## config.mk

```make
export PLATFORM = sky130hd
export DESIGN_NAME = axi_burst_reader_flat
export DESIGN_NICKNAME = d
export VERILOG_FILES = /design/src/rtl/axi_burst_pkg.sv /design/src/rtl/axi_burst_reader_if.sv /design/src/rtl/axi_burst_len_calc.sv /design/src/rtl/axi_burst_reader.sv /design/src/flat_wrapper.sv
export SDC_FILE = /design/constraint.sdc
export NUM_CORES = 1
export LEC_CHECK = 0
export ABC_AREA = 1
export ABC_CLOCK_PERIOD_IN_PS = 6400
export BUFFER_PORTS_ARGS = -buffer_cell sky130_fd_sc_hd__buf_2
export CAP_MARGIN = 20
export CORE_MARGIN = 5
export CORE_UTILIZATION = 45
export CTS_CLUSTER_SIZE = 40
export DETAILED_ROUTE_END_ITERATION = 8
export PLACE_DENSITY_LB_ADDON = 0.25
export SLEW_MARGIN = 20
export SYNTH_ARGS = -nofsm -noshare
export SYNTH_HDL_FRONTEND = slang
export SYNTH_SLANG_ARGS = --single-unit
```

## constraint.sdc

```tcl
create_clock -name aclk -period 6.4 [get_ports aclk]
set_input_delay 0 -clock aclk [delete_from_list [all_inputs] [get_ports aclk]]
set_output_delay 0 -clock aclk [all_outputs]
set_load 0.02 [all_outputs]
```

## src/rtl/axi_burst_pkg.sv

```systemverilog
// Shared AXI encodings, fixed AR attributes and FSM state type for the burst reader.
package axi_burst_pkg;

    localparam logic [1:0] BurstFixed     = 2'b00;
    localparam logic [1:0] BurstIncr      = 2'b01;
    localparam logic [1:0] LockNormal     = 2'b00;
    // Normal non-cacheable bufferable.
    localparam logic [3:0] CacheNormNcBuf = 4'b0011;
    localparam logic [2:0] ProtDefault    = 3'b000;
    localparam logic [3:0] QosDefault     = 4'b0000;
    localparam logic [3:0] RegionDefault  = 4'b0000;

    // AXI4 caps FIXED bursts at 16 beats; INCR bursts may not cross a 4 KB page.
    localparam int unsigned FixedMaxBeats = 16;
    localparam int unsigned BoundaryBytes = 4096;

    typedef enum logic [1:0] {
        StIdle,
        StIssue,
        StDrain,
        StDone
    } state_e;

    // AxSIZE encoding (log2 of bytes per beat) for a given data bus width.
    function automatic logic [2:0] calc_arsize(input int unsigned data_width);
        logic [2:0] size;
        size = 3'd0;
        for (int unsigned i = 0; i < 8; i++) begin
            if ((data_width / 8) == (32'd1 << i)) size = 3'(i);
        end
        return size;
    endfunction

endpackage

```

## src/rtl/axi_burst_reader_if.sv

```systemverilog
// AXI4 read address and read data channels as seen by the burst reader.
interface axi_burst_reader_if #(
    parameter int unsigned C_AXI_ADDR_WIDTH = 32,
    parameter int unsigned C_AXI_DATA_WIDTH = 32
);
    logic [C_AXI_ADDR_WIDTH-1:0] araddr;
    logic [7:0]                  arlen;
    logic [2:0]                  arsize;
    logic [1:0]                  arburst;
    logic [1:0]                  arlock;
    logic [3:0]                  arcache;
    logic [2:0]                  arprot;
    logic [3:0]                  arqos;
    logic [3:0]                  arregion;
    logic                        arvalid;
    logic                        arready;
    logic [C_AXI_DATA_WIDTH-1:0] rdata;
    logic [1:0]                  rresp;
    logic                        rlast;
    logic                        rvalid;
    logic                        rready;

    modport master (
        output araddr, arlen, arsize, arburst, arlock, arcache, arprot, arqos, arregion,
        output arvalid, rready,
        input  arready, rdata, rresp, rlast, rvalid
    );

    modport slave (
        input  araddr, arlen, arsize, arburst, arlock, arcache, arprot, arqos, arregion,
        input  arvalid, rready,
        output arready, rdata, rresp, rlast, rvalid
    );

endinterface

```

## src/rtl/axi_burst_len_calc.sv

```systemverilog
// Beats in the next burst: mode cap (FIXED 16, INCR max length / 4 KB page), clamped to remaining.
module axi_burst_len_calc
    import axi_burst_pkg::*;
#(
    parameter int unsigned C_AXI_DATA_WIDTH = 32,
    parameter int unsigned C_MAX_BURST_LEN  = 256,
    parameter int unsigned C_LEN_WIDTH      = 16
) (
    input  logic [11:0]            addr_offset,
    input  logic [C_LEN_WIDTH-1:0] remaining,
    input  logic                   fixed,
    output logic [8:0]             burst_len
);

    localparam int unsigned SizeLog = 32'(calc_arsize(C_AXI_DATA_WIDTH));

    logic [31:0] to_boundary;
    logic [8:0]  cap;

    // Pick the per-mode cap, then never exceed what is left of the command.
    always_comb begin
        to_boundary = (32'(BoundaryBytes) - 32'(addr_offset)) >> SizeLog;
        if (fixed) begin
            cap = 9'(FixedMaxBeats);
        end else if (to_boundary < 32'(C_MAX_BURST_LEN)) begin
            cap = 9'(to_boundary);
        end else begin
            cap = 9'(C_MAX_BURST_LEN);
        end
        if (32'(remaining) < 32'(cap)) begin
            burst_len = 9'(remaining);
        end else begin
            burst_len = cap;
        end
    end

endmodule

```

## src/rtl/axi_burst_reader.sv

```systemverilog
// Splits a read command into AXI4 AR bursts and forwards R beats as an output stream.
module axi_burst_reader
    import axi_burst_pkg::*;
#(
    parameter int unsigned C_AXI_ADDR_WIDTH  = 32,
    parameter int unsigned C_AXI_DATA_WIDTH  = 32,
    parameter int unsigned C_MAX_BURST_LEN   = 256,
    parameter int unsigned C_LEN_WIDTH       = 16,
    parameter int unsigned C_MAX_OUTSTANDING = 4
) (
    input  logic                        aclk,
    input  logic                        arst,
    input  logic                        cmd_valid,
    output logic                        cmd_ready,
    input  logic [C_AXI_ADDR_WIDTH-1:0] cmd_addr,
    input  logic [C_LEN_WIDTH-1:0]      cmd_beats,
    input  logic                        cmd_fixed,
    axi_burst_reader_if.master          axi,
    output logic [C_AXI_DATA_WIDTH-1:0] dout_data,
    output logic                        dout_last,
    output logic                        dout_valid,
    input  logic                        dout_ready,
    output logic                        busy,
    output logic                        done,
    output logic                        err
);

    localparam int unsigned SizeLog = 32'(calc_arsize(C_AXI_DATA_WIDTH));
    localparam logic [C_AXI_ADDR_WIDTH-1:0] AddrMask =
        C_AXI_ADDR_WIDTH'((C_AXI_DATA_WIDTH / 8) - 1);
    localparam int unsigned OutW = $clog2(C_MAX_OUTSTANDING + 1);

    state_e                      state_q, state_d;
    logic [C_AXI_ADDR_WIDTH-1:0] addr_q;
    logic [C_LEN_WIDTH-1:0]      remaining_q;
    logic                        fixed_q;
    logic [OutW-1:0]             outstanding_q;
    logic                        err_q;
    logic [8:0]                  burst_len;
    logic                        cmd_hs, ar_hs, r_hs, r_last_hs;

    assign cmd_hs    = cmd_valid && cmd_ready;
    assign ar_hs     = axi.arvalid && axi.arready;
    assign r_hs      = axi.rvalid && axi.rready;
    assign r_last_hs = r_hs && axi.rlast;

    axi_burst_len_calc #(
        .C_AXI_DATA_WIDTH (C_AXI_DATA_WIDTH),
        .C_MAX_BURST_LEN  (C_MAX_BURST_LEN),
        .C_LEN_WIDTH      (C_LEN_WIDTH)
    ) u_len_calc (
        .addr_offset (addr_q[11:0]),
        .remaining   (remaining_q),
        .fixed       (fixed_q),
        .burst_len   (burst_len)
    );

    // State register.
    always_ff @(posedge aclk) begin
        if (arst) state_q <= StIdle;
        else      state_q <= state_d;
    end

    // Next-state logic; the final AR handshake empties remaining and moves to DRAIN.
    always_comb begin
        state_d = state_q;
        case (state_q)
            StIdle:  if (cmd_hs) state_d = (cmd_beats == '0) ? StDone : StIssue;
            StIssue: if (ar_hs && (remaining_q == C_LEN_WIDTH'(burst_len))) state_d = StDrain;
            StDrain: if (outstanding_q == '0) state_d = StDone;
            StDone:  state_d = StIdle;
            default: state_d = StIdle;
        endcase
    end

    // FSM outputs; R is a zero-latency pass-through only while a command is in flight.
    always_comb begin
        cmd_ready   = 1'b0;
        axi.arvalid = 1'b0;
        axi.rready  = 1'b0;
        dout_valid  = 1'b0;
        busy        = 1'b1;
        done        = 1'b0;
        case (state_q)
            StIdle: begin
                cmd_ready = 1'b1;
                busy      = 1'b0;
            end
            StIssue: begin
                axi.arvalid = outstanding_q < OutW'(C_MAX_OUTSTANDING);
                axi.rready  = dout_ready;
                dout_valid  = axi.rvalid;
            end
            StDrain: begin
                axi.rready = dout_ready;
                dout_valid = axi.rvalid;
            end
            StDone:  done = 1'b1;
            default: busy = 1'b0;
        endcase
    end

    // Command address/length bookkeeping, advanced on each AR handshake.
    always_ff @(posedge aclk) begin
        if (arst) begin
            addr_q      <= '0;
            remaining_q <= '0;
            fixed_q     <= 1'b0;
        end else if (cmd_hs) begin
            addr_q      <= cmd_addr & ~AddrMask;
            remaining_q <= cmd_beats;
            fixed_q     <= cmd_fixed;
        end else if (ar_hs) begin
            remaining_q <= remaining_q - C_LEN_WIDTH'(burst_len);
            if (!fixed_q) addr_q <= addr_q + (C_AXI_ADDR_WIDTH'(burst_len) << SizeLog);
        end
    end

    // Bursts issued but not yet closed by rlast.
    always_ff @(posedge aclk) begin
        if (arst) begin
            outstanding_q <= '0;
        end else if (ar_hs && !r_last_hs) begin
            outstanding_q <= outstanding_q + OutW'(1);
        end else if (!ar_hs && r_last_hs) begin
            outstanding_q <= outstanding_q - OutW'(1);
        end
    end

    // Sticky error from any non-OKAY response, cleared when a new command is taken.
    always_ff @(posedge aclk) begin
        if (arst)                             err_q <= 1'b0;
        else if (cmd_hs)                      err_q <= 1'b0;
        else if (r_hs && axi.rresp != 2'b00)  err_q <= 1'b1;
    end

    assign axi.araddr   = addr_q;
    assign axi.arlen    = (burst_len == '0) ? 8'd0 : 8'(burst_len - 9'd1);
    assign axi.arsize   = calc_arsize(C_AXI_DATA_WIDTH);
    assign axi.arburst  = fixed_q ? BurstFixed : BurstIncr;
    assign axi.arlock   = LockNormal;
    assign axi.arcache  = CacheNormNcBuf;
    assign axi.arprot   = ProtDefault;
    assign axi.arqos    = QosDefault;
    assign axi.arregion = RegionDefault;

    // R returns in order, so in DRAIN with one burst left the beats are the final burst's.
    assign dout_data = axi.rdata;
    assign dout_last = axi.rlast && (state_q == StDrain) && (outstanding_q == OutW'(1));
    assign err       = err_q;

endmodule

```

## src/flat_wrapper.sv

```systemverilog
// flat-port wrapper written by rule: the top's interface ports become plain ports
module axi_burst_reader_flat import axi_burst_pkg::*;
#(
    parameter int unsigned C_AXI_ADDR_WIDTH  = 32,
    parameter int unsigned C_AXI_DATA_WIDTH  = 32,
    parameter int unsigned C_MAX_BURST_LEN   = 256,
    parameter int unsigned C_LEN_WIDTH       = 16,
    parameter int unsigned C_MAX_OUTSTANDING = 4
)
  (aclk, arst, cmd_valid, cmd_ready, cmd_addr, cmd_beats, cmd_fixed, dout_data, dout_last, dout_valid, dout_ready, busy, done, err, axi_araddr, axi_arlen, axi_arsize, axi_arburst, axi_arlock, axi_arcache, axi_arprot, axi_arqos, axi_arregion, axi_arvalid, axi_rready, axi_arready, axi_rdata, axi_rresp, axi_rlast, axi_rvalid);
  axi_burst_reader_if #(.C_AXI_ADDR_WIDTH(C_AXI_ADDR_WIDTH), .C_AXI_DATA_WIDTH(C_AXI_DATA_WIDTH)) axi_i ();
  input  logic aclk;
  input  logic arst;
  input  logic cmd_valid;
  output logic cmd_ready;
  input  logic [C_AXI_ADDR_WIDTH-1:0] cmd_addr;
  input  logic [C_LEN_WIDTH-1:0] cmd_beats;
  input  logic cmd_fixed;
  output logic [C_AXI_DATA_WIDTH-1:0] dout_data;
  output logic dout_last;
  output logic dout_valid;
  input  logic dout_ready;
  output logic busy;
  output logic done;
  output logic err;
  output wire logic [$bits(axi_i.araddr)-1:0] axi_araddr;
  output wire logic [$bits(axi_i.arlen)-1:0] axi_arlen;
  output wire logic [$bits(axi_i.arsize)-1:0] axi_arsize;
  output wire logic [$bits(axi_i.arburst)-1:0] axi_arburst;
  output wire logic [$bits(axi_i.arlock)-1:0] axi_arlock;
  output wire logic [$bits(axi_i.arcache)-1:0] axi_arcache;
  output wire logic [$bits(axi_i.arprot)-1:0] axi_arprot;
  output wire logic [$bits(axi_i.arqos)-1:0] axi_arqos;
  output wire logic [$bits(axi_i.arregion)-1:0] axi_arregion;
  output wire logic [$bits(axi_i.arvalid)-1:0] axi_arvalid;
  output wire logic [$bits(axi_i.rready)-1:0] axi_rready;
  input wire logic [$bits(axi_i.arready)-1:0] axi_arready;
  input wire logic [$bits(axi_i.rdata)-1:0] axi_rdata;
  input wire logic [$bits(axi_i.rresp)-1:0] axi_rresp;
  input wire logic [$bits(axi_i.rlast)-1:0] axi_rlast;
  input wire logic [$bits(axi_i.rvalid)-1:0] axi_rvalid;
  assign axi_araddr = axi_i.araddr;
  assign axi_arlen = axi_i.arlen;
  assign axi_arsize = axi_i.arsize;
  assign axi_arburst = axi_i.arburst;
  assign axi_arlock = axi_i.arlock;
  assign axi_arcache = axi_i.arcache;
  assign axi_arprot = axi_i.arprot;
  assign axi_arqos = axi_i.arqos;
  assign axi_arregion = axi_i.arregion;
  assign axi_arvalid = axi_i.arvalid;
  assign axi_rready = axi_i.rready;
  assign axi_i.arready = axi_arready;
  assign axi_i.rdata = axi_rdata;
  assign axi_i.rresp = axi_rresp;
  assign axi_i.rlast = axi_rlast;
  assign axi_i.rvalid = axi_rvalid;
  axi_burst_reader #(.C_AXI_ADDR_WIDTH(C_AXI_ADDR_WIDTH), .C_AXI_DATA_WIDTH(C_AXI_DATA_WIDTH), .C_MAX_BURST_LEN(C_MAX_BURST_LEN), .C_LEN_WIDTH(C_LEN_WIDTH), .C_MAX_OUTSTANDING(C_MAX_OUTSTANDING)) u_core (.aclk(aclk), .arst(arst), .cmd_valid(cmd_valid), .cmd_ready(cmd_ready), .cmd_addr(cmd_addr), .cmd_beats(cmd_beats), .cmd_fixed(cmd_fixed), .axi(axi_i), .dout_data(dout_data), .dout_last(dout_last), .dout_valid(dout_valid), .dout_ready(dout_ready), .busy(busy), .done(done), .err(err));
endmodule
```

==> results of run 1 <==
## cells in the final DEF, fill, tap and decap left out, drive strengths merged, types with 4 or more instances in the layout
cell type      n
a21oi         61
nor4          10
buf          106
xor2           6
nand4          9
o21ai         40
a31oi          8
nand3b         6
nand2        287
clkbuf         5
conb          23
nor3          21
nor2         124
o22ai          4
ha            29
dlygate4sd3    8
nand3         86
xnor2          9
dfxtp         53
inv          132
## sequential cells by signal, indices dropped and copies added (netlist names)
register / count
u_core.state_q: 2
u_core.err: 1
u_core.outstanding_q: 3
u_core.axi.araddr: 30
u_core.fixed_q: 1
u_core.remaining_q: 16
## through the flow
| step | hold WS, ns | setup WS (ns) | total power [mW] |
|---|---|---|---|
| 2_1_floorplan | 0.113 | 1.97 | 3.02 |
| 3_3_place_gp | 0.000137 | 1.55 | 3.65 |
| 3_5_place_dp | 0.000137 | 1.51 | 3.68 |
| 4_1_cts | 0.000137 | 1.47 | 4.06 |
| 5_1_grt | 0.0000264 | 0.955 | 4.47 |
| 6_report | 0.00000561 | 1.45 | 4.06 |
## worst max-delay path, delay by kind of cell (launching register included)
kind	cells	cell delay (ns)
buf+inv	3	0.31
simple gates	16	2.24
fa+ha+maj	3	0.84
flops	1	0.38
compound gates	5	1.04
## worst paths after layout
path | from | end | cells past startpoint
setup / recovery | u_core.axi.araddr[2]$_SDFFE_PP0P_ | u_core.axi.araddr[24]$_SDFFE_PP0P_ | 27
hold / removal | axi_rdata[11] | dout_data[11] | 0
setup reg to reg | u_core.axi.araddr[2]$_SDFFE_PP0P_ | u_core.axi.araddr[24]$_SDFFE_PP0P_ | 27
hold reg to reg | u_core.axi.araddr[15]$_SDFFE_PP0P_ | u_core.axi.araddr[15]$_SDFFE_PP0P_ | 2
## area by class of cell
class | instances | area share
multi-input cells | 741 | 0.600
repair buffers | 114 | 0.0958
well taps | 172 | 0.0332
clock inverters | 3 | 0.0100
inverters | 134 | 0.0776
clock buffers | 5 | 0.0193
flip-flops and latches | 53 | 0.164
## metal layers
metal	vias up	GRT usage
li1	3209	-
met1	2747	0.304
met2	220	0.333
met3	18	0.0300
met4	0	0.0484
met5	-	0
## synth_stat cells (3+ instances only)
cell	number
inv_1	126
nand3_2	13
xor2_1	6
nor3_1	20
clkbuf_1	17
nand3b_2	3
nand3b_1	3
nor2_1	114
o22ai_1	4
nand2_2	22
nand2_1	253
nand3_1	72
a21oi_2	4
buf_4	55
nor2_2	8
a31oi_1	8
xnor2_1	9
nand2_4	12
nor4_1	9
o21ai_2	5
a21oi_1	57
dfxtp_1	53
inv_2	6
nand4_1	9
ha_1	29
o21ai_1	12
o21ai_0	23
## power breakdown
group	switching [mW]	internal [mW]	total, mW	leakage, nW
clock network	0.137	0.224	0.361	0.0938
registers	0.154	0.438	0.592	0.434
logic	2.07	1.04	3.11	2.65
total	2.36	1.70	4.06	3.18
## cells by family (layout without fill, tap and decap cells)
family,Yosys count,after routing,share of synthesized area
AO/OA/AOI/OAI,124,124,0.123
XOR/XNOR,15,15,0.0223
adder cells (fa/ha/maj),29,29,0.0616
buffers and inverters,211,256,0.174
flip-flops,53,53,0.180
other,2,23,0.00128
AND/OR/NAND/NOR,550,550,0.438
## repair_timing
action | in CTS | in global routing
hold buffers | 8 | 0
endpoints found under the setup margin | 0 | 0
hold endpoints to repair | 8 | 0
buffers inserted | 0 | 0
==> flow_summary_export.csv, run 1 <==
group,metric,value,unit
status,status,"finished clean",
layout,area_delta_synth_final,10.1,%
critical_path,arrival,5.12,ns
logic_synthesis,ys_ff_latch,53,
timing,timing.final.max_slew_violations,0,
clock_network,cts_root_buffer,"clkbuf_16",
place,io_buffers,102,
clock_network,clkTransAtPathRegs,0.08,ns
global_route,grt-ovfl-total,0,
clock_network,cts_buffers,5,
layout,fin_nets,1168,
logic_synthesis,syn_avg_cell_area,5.98,µm²
logic_synthesis,ys_top_cells_by_area,"dfxtp_1, nand2_1, inv_1",
logic_synthesis,synth-edff-count,0,
die,core-area,12700,µm²
die,die_y,124,µm
place,gp_congestion,0.937,
clock_network,postCtsResizedCells,0,
detailed_routing,drtAntennaViolNets,0,
die,die_area,15500,µm²
layout,fin_area,6480,µm²
detailed_routing,drc_errors,0,
logic_synthesis,yosys.cell_types.count,52,
detailed_routing,dr_wl_met3,1140,µm
pwr,p_per_area,627,nW/µm²
detailed_routing,vias,6194,
detailed_routing,routed_wirelength,17000,µm
logic_synthesis,netlist_area,5890,µm²
logic_synthesis,synth-async-reset-ratio,0,
logic_synthesis,synth_top_area_cell,"dfxtp_1",
place,dp_hpwl,13400,µm
critical_path,critPathLaunchType,"flop",
timing,finalHoldViolCount,0,
hold_path,worstHoldPathType,"input pin to output pin",
critical_path,endpoint_kind,"flop",
logic_synthesis,yosysSeqAreaShare,0.180,
detailed_routing,avgRoutedWirePerCell,13.9,µm
critical_path,crit_fanout,22,
timing,slew_headroom,0.525,
timing,period_needed,4.95,ns
die,start_util,0.463,
layout,antenna_cells,0,
layout,fillerInstances,1386,
place,dp_cells,1206,
logic_synthesis,yosysWarnings,0,
clock_network,cts_tree,"built",
detailed_routing,wl_met1,8350,µm
timing,period_share,0.774,
global_route,track_usage,0.211,
timing,rsz0062_at_grt,"no",
timing,finalSetupViolCount,0,
clock_network,cts.sinks,53,
die,chipWidth,124,µm
global_route,grt_pass1_vias,5681,
pwr,vdd_drop_max,0.300,mV
timing,tightest_slew,0.712,ns
layout,register_area,1060,µm²
logic_synthesis,synth_ff_type,"dfxtp_1",
clock_network,clockBufferDepth,2,
detailed_routing,route.top_layer_used,"met4",
timing,max_freq,202,MHz
detailed_routing,vias_per_cell,5.07,
clock_network,cts_max_level,2,
timing,setup_tns,0,ns
place,placed_area,6210,µm²
timing,finClkSkew,0.00809,ns
detailed_routing,dr.pass1.iters,5,
critical_path,r2r_slack,1.45,ns
logic_synthesis,syn_inst,984,
critical_path,critPathMaxStageDelay,0.54,ns
pwr,p_leak,3.18,nW
layout,layout-drive-gt1-share,0.191,
detailed_routing,wl_met2,7260,µm
logic_synthesis,synthDominantCellAreaShare,0.180,
die,row_count,41,
critical_path,slowest_stage,"o21ai_0",
run,drv_cap,0,
global_route,grt_max_degree,48,
layout,final_cells,1222,
clock_network,clk_latency,0.30,ns
detailed_routing,dr.first_iter.drc_count,400,
global_route,antenna_found_initial,0,
die,boundaryPins,192,
global_route,grt_pass1_wl,27900,µm
critical_path,worstSetupPathType,"flop to flop",
layout,multiInputGateArea,3890,µm²
layout,utilization,0.509,
critical_path,cpMostUsedCell,"nand2_1",
critical_path,worstPathRequired,6.57,ns
Note: power is estimated with default switching activity, not from simulation.
==> inputs of run 2 (changes only) <==
- ABC_CLOCK_PERIOD_IN_PS: 6400 -> 4410
- clock period: 6.4 -> 4.41 ns (I/O delays scaled with it)
==> run 2 against run 1 <==
- the run now ends with negative hold slack left
- power grew 60%
- non-clock buffer count rose by 27
- first-iteration DRC count grew 14%
- register-to-register slack worse by 1.2 ns
- final area grew 6.9%
- utilization is 3.5 points higher
- combinational power is 68% higher
- clock power increased by 27%
- critical path depth is 3 higher
- sequential power increased by 40%
- sequential share of layout area is 1.0 points lower
==> flow_summary_export.csv, run 2 (synthesis results as in run 1) <==
group,metric,value,unit
status,status,"finished with violations",
status,violations,"negative hold slack",
clock_network,cts_root_buffer,"clkbuf_16",
timing,finalHoldViolCount,1,
place,dp_hpwl,13600,µm
place,dp_cells,1228,
hold_path,holdPathStages,3,
timing,timing.final.max_slew_violations,0,
timing,max_freq,242,MHz
layout,fillerInstances,1317,
die,chipWidth,124,µm
layout,fin_nets,1196,
critical_path,worstSetupPathType,"flop to flop",
clock_network,clockBufferDepth,2,
hold_path,worstHoldPathType,"input pin to flop",
timing,finalSetupViolCount,0,
detailed_routing,vias_per_cell,5.06,
die,die_area,15500,µm²
critical_path,r2r_start,"u_core.axi.araddr[2]$_SDFFE_PP0P_",
critical_path,timing.rr.end,"u_core.axi.araddr[19]$_SDFFE_PP0P_",
run,drv_cap,0,
clock_network,clkTransAtPathRegs,0.08,ns
hold_path,hp-start,"cmd_beats[3]",
detailed_routing,drtAntennaViolNets,0,
detailed_routing,routed_wirelength,17600,µm
pwr,p_comb_frac,0.802,
layout,final_cells,1249,
layout,antenna_cells,0,
layout,final_cell_mix,"nand2_1, inv_1, nor2_1",
global_route,grt_max_degree,48,
timing,slew_headroom,0.346,
pwr,vdd_drop_max,0.481,mV
critical_path,slowest_stage,"dfxtp_2",
timing,timing.hold.ws,-0.00279,ns
layout,area_delta_synth_final,17.7,%
detailed_routing,drc_errors,0,
detailed_routing,vias,6323,
pwr,clkPwrFrac,0.070,
layout,largest_reg_flops,30,
pwr,intPower,2.83,mW
global_route,grt_pass1_wl,27800,µm
layout,layout-drive-gt1-share,0.249,
global_route,grt_pass1_vias,5612,
critical_path,critPathLaunchType,"flop",
clock_network,cts.sinks,53,
die,core-area,12700,µm²
timing,tightest_slew,0.982,ns
pwr,p_per_area,939,nW/µm²
pwr,p_leak,3.32,nW
place,gp_congestion,0.955,
global_route,antenna_found_initial,0,
timing,finClkSkew,0.00930,ns
timing,period_share,0.939,
critical_path,arrival,4.29,ns
global_route,grt-ovfl-total,0,
timing,setup_tns,0,ns
clock_network,cts_tree,"built",
detailed_routing,dr.pass1.iters,5,
critical_path,endpoint_kind,"flop",
critical_path,r2r_slack,0.27,ns
die,start_util,0.463,
pwr,switching_share,0.565,
detailed_routing,dr.first_iter.drc_count,456,
critical_path,critPathMaxStageDelay,0.33,ns
clock_network,cts_max_level,2,
critical_path,cpMostUsedCell,"nand2_1",
die,die_y,124,µm
die,row_count,41,
place,io_buffers,102,
hold_path,worstHoldEndpoint,"u_core.remaining_q[3]$_SDFFE_PP0P_",
global_route,track_usage,0.212,
layout,layout_commonest_cell,"nand2_1",
timing,period_needed,4.14,ns
clock_network,clk_latency,0.30,ns
detailed_routing,avgRoutedWirePerCell,14.1,µm
critical_path,reg2reg_depth,30,
critical_path,crit_fanout,8,
pwr,p_seq_frac,0.128,
clock_network,cts_buffers,5,
critical_path,worstPathRequired,4.56,ns
die,boundaryPins,192,
pwr,p_switching,3.68,mW
==> run 2: changes by cell type in the layout (fill, tap and decap cells not counted), moves of 6 or more <==
cell     previous run  this run
buf_4               4        31
nand2_1           251       241
nand2_2            24        32
ha_1               29        22
ha_4                0         6
==> run 2: worst max-delay path by stage <==
stage	slack [ns]	cells past startpoint	endpoint	from
floorplan	0.02	30	u_core.axi.araddr[24]$_SDFFE_PP0P_	u_core.axi.araddr[3]$_SDFFE_PP0P_
global placement	0.14	34	u_core.axi.araddr[18]$_SDFFE_PP0P_	u_core.axi.araddr[2]$_SDFFE_PP0P_
detailed placement	0.04	31	u_core.axi.araddr[18]$_SDFFE_PP0P_	u_core.axi.araddr[2]$_SDFFE_PP0P_
CTS	0.03	31	u_core.axi.araddr[18]$_SDFFE_PP0P_	u_core.axi.araddr[2]$_SDFFE_PP0P_
global route	-0.01	32	u_core.axi.araddr[29]$_SDFFE_PP0P_	u_core.axi.araddr[2]$_SDFFE_PP0P_
finish	0.27	30	u_core.axi.araddr[19]$_SDFFE_PP0P_	u_core.axi.araddr[2]$_SDFFE_PP0P_
==> run 2: metal layers <==
layer	track usage	wire, µm	vias to the layer above
li1	-	-	3266
met1	0.314	8400	2796
met2	0.322	7500	241
met3	0.0386	1480	20
met4	0.0361	184	0
met5	0	0	-
==> run 2: cell type report <==
class	count	area [µm²]	share of cell area
clock buffer	5	125	0.0181
clock inverter	2	35.0	0.00506
inverter	134	503	0.0726
multi-input combinational	742	4160	0.600
sequential	53	1060	0.153
tap	172	215	0.0311
timing repair buffer	141	830	0.120
==> run 2: worst max-delay path: cells and delay by family (launching register included) <==
kind	cells	cell delay, ns
simple gates	20	1.93
fa+ha+maj	3	0.80
compound gates	4	0.63
flops	1	0.33
buf+inv	3	0.30
==> run 2: through the flow <==
step / hold WS [ns] / instance area, µm² / power, mW / setup WS (ns) / utilization
after floorplan: 0.113 / 5970 / 4.39 / 0.0208 / -
after global placement: 0.000137 / 6370 / 5.50 / 0.138 / 0.501
after detailed placement: 0.000137 / 6370 / 5.53 / 0.0426 / 0.501
after CTS: 0.000137 / 6600 / 6.02 / 0.0319 / 0.518
after global routing: 0.0000264 / 6930 / 7.10 / -0.00963 / 0.545
final: -0.00279 / 6930 / 6.51 / 0.270 / 0.545
==> run 2: power by group through the flow <==
stage	Sequential, mW	Combinational (mW)	Clock, mW
2_1_floorplan	0.917	3.47	0
3_3_place_gp	0.825	4.67	0
3_5_place_dp	0.825	4.71	0
4_1_cts	0.816	4.74	0.464
5_1_grt	0.857	5.77	0.476
6_report	0.831	5.22	0.457
==> run 2: timing repair <==
action / CTS / global route
endpoints found under the hold margin: 6 / 0
setup endpoints to repair: 0 / 46
gates resized for setup: 0 / 58
setup buffers: 0 / 7
hold buffers: 6 / 0
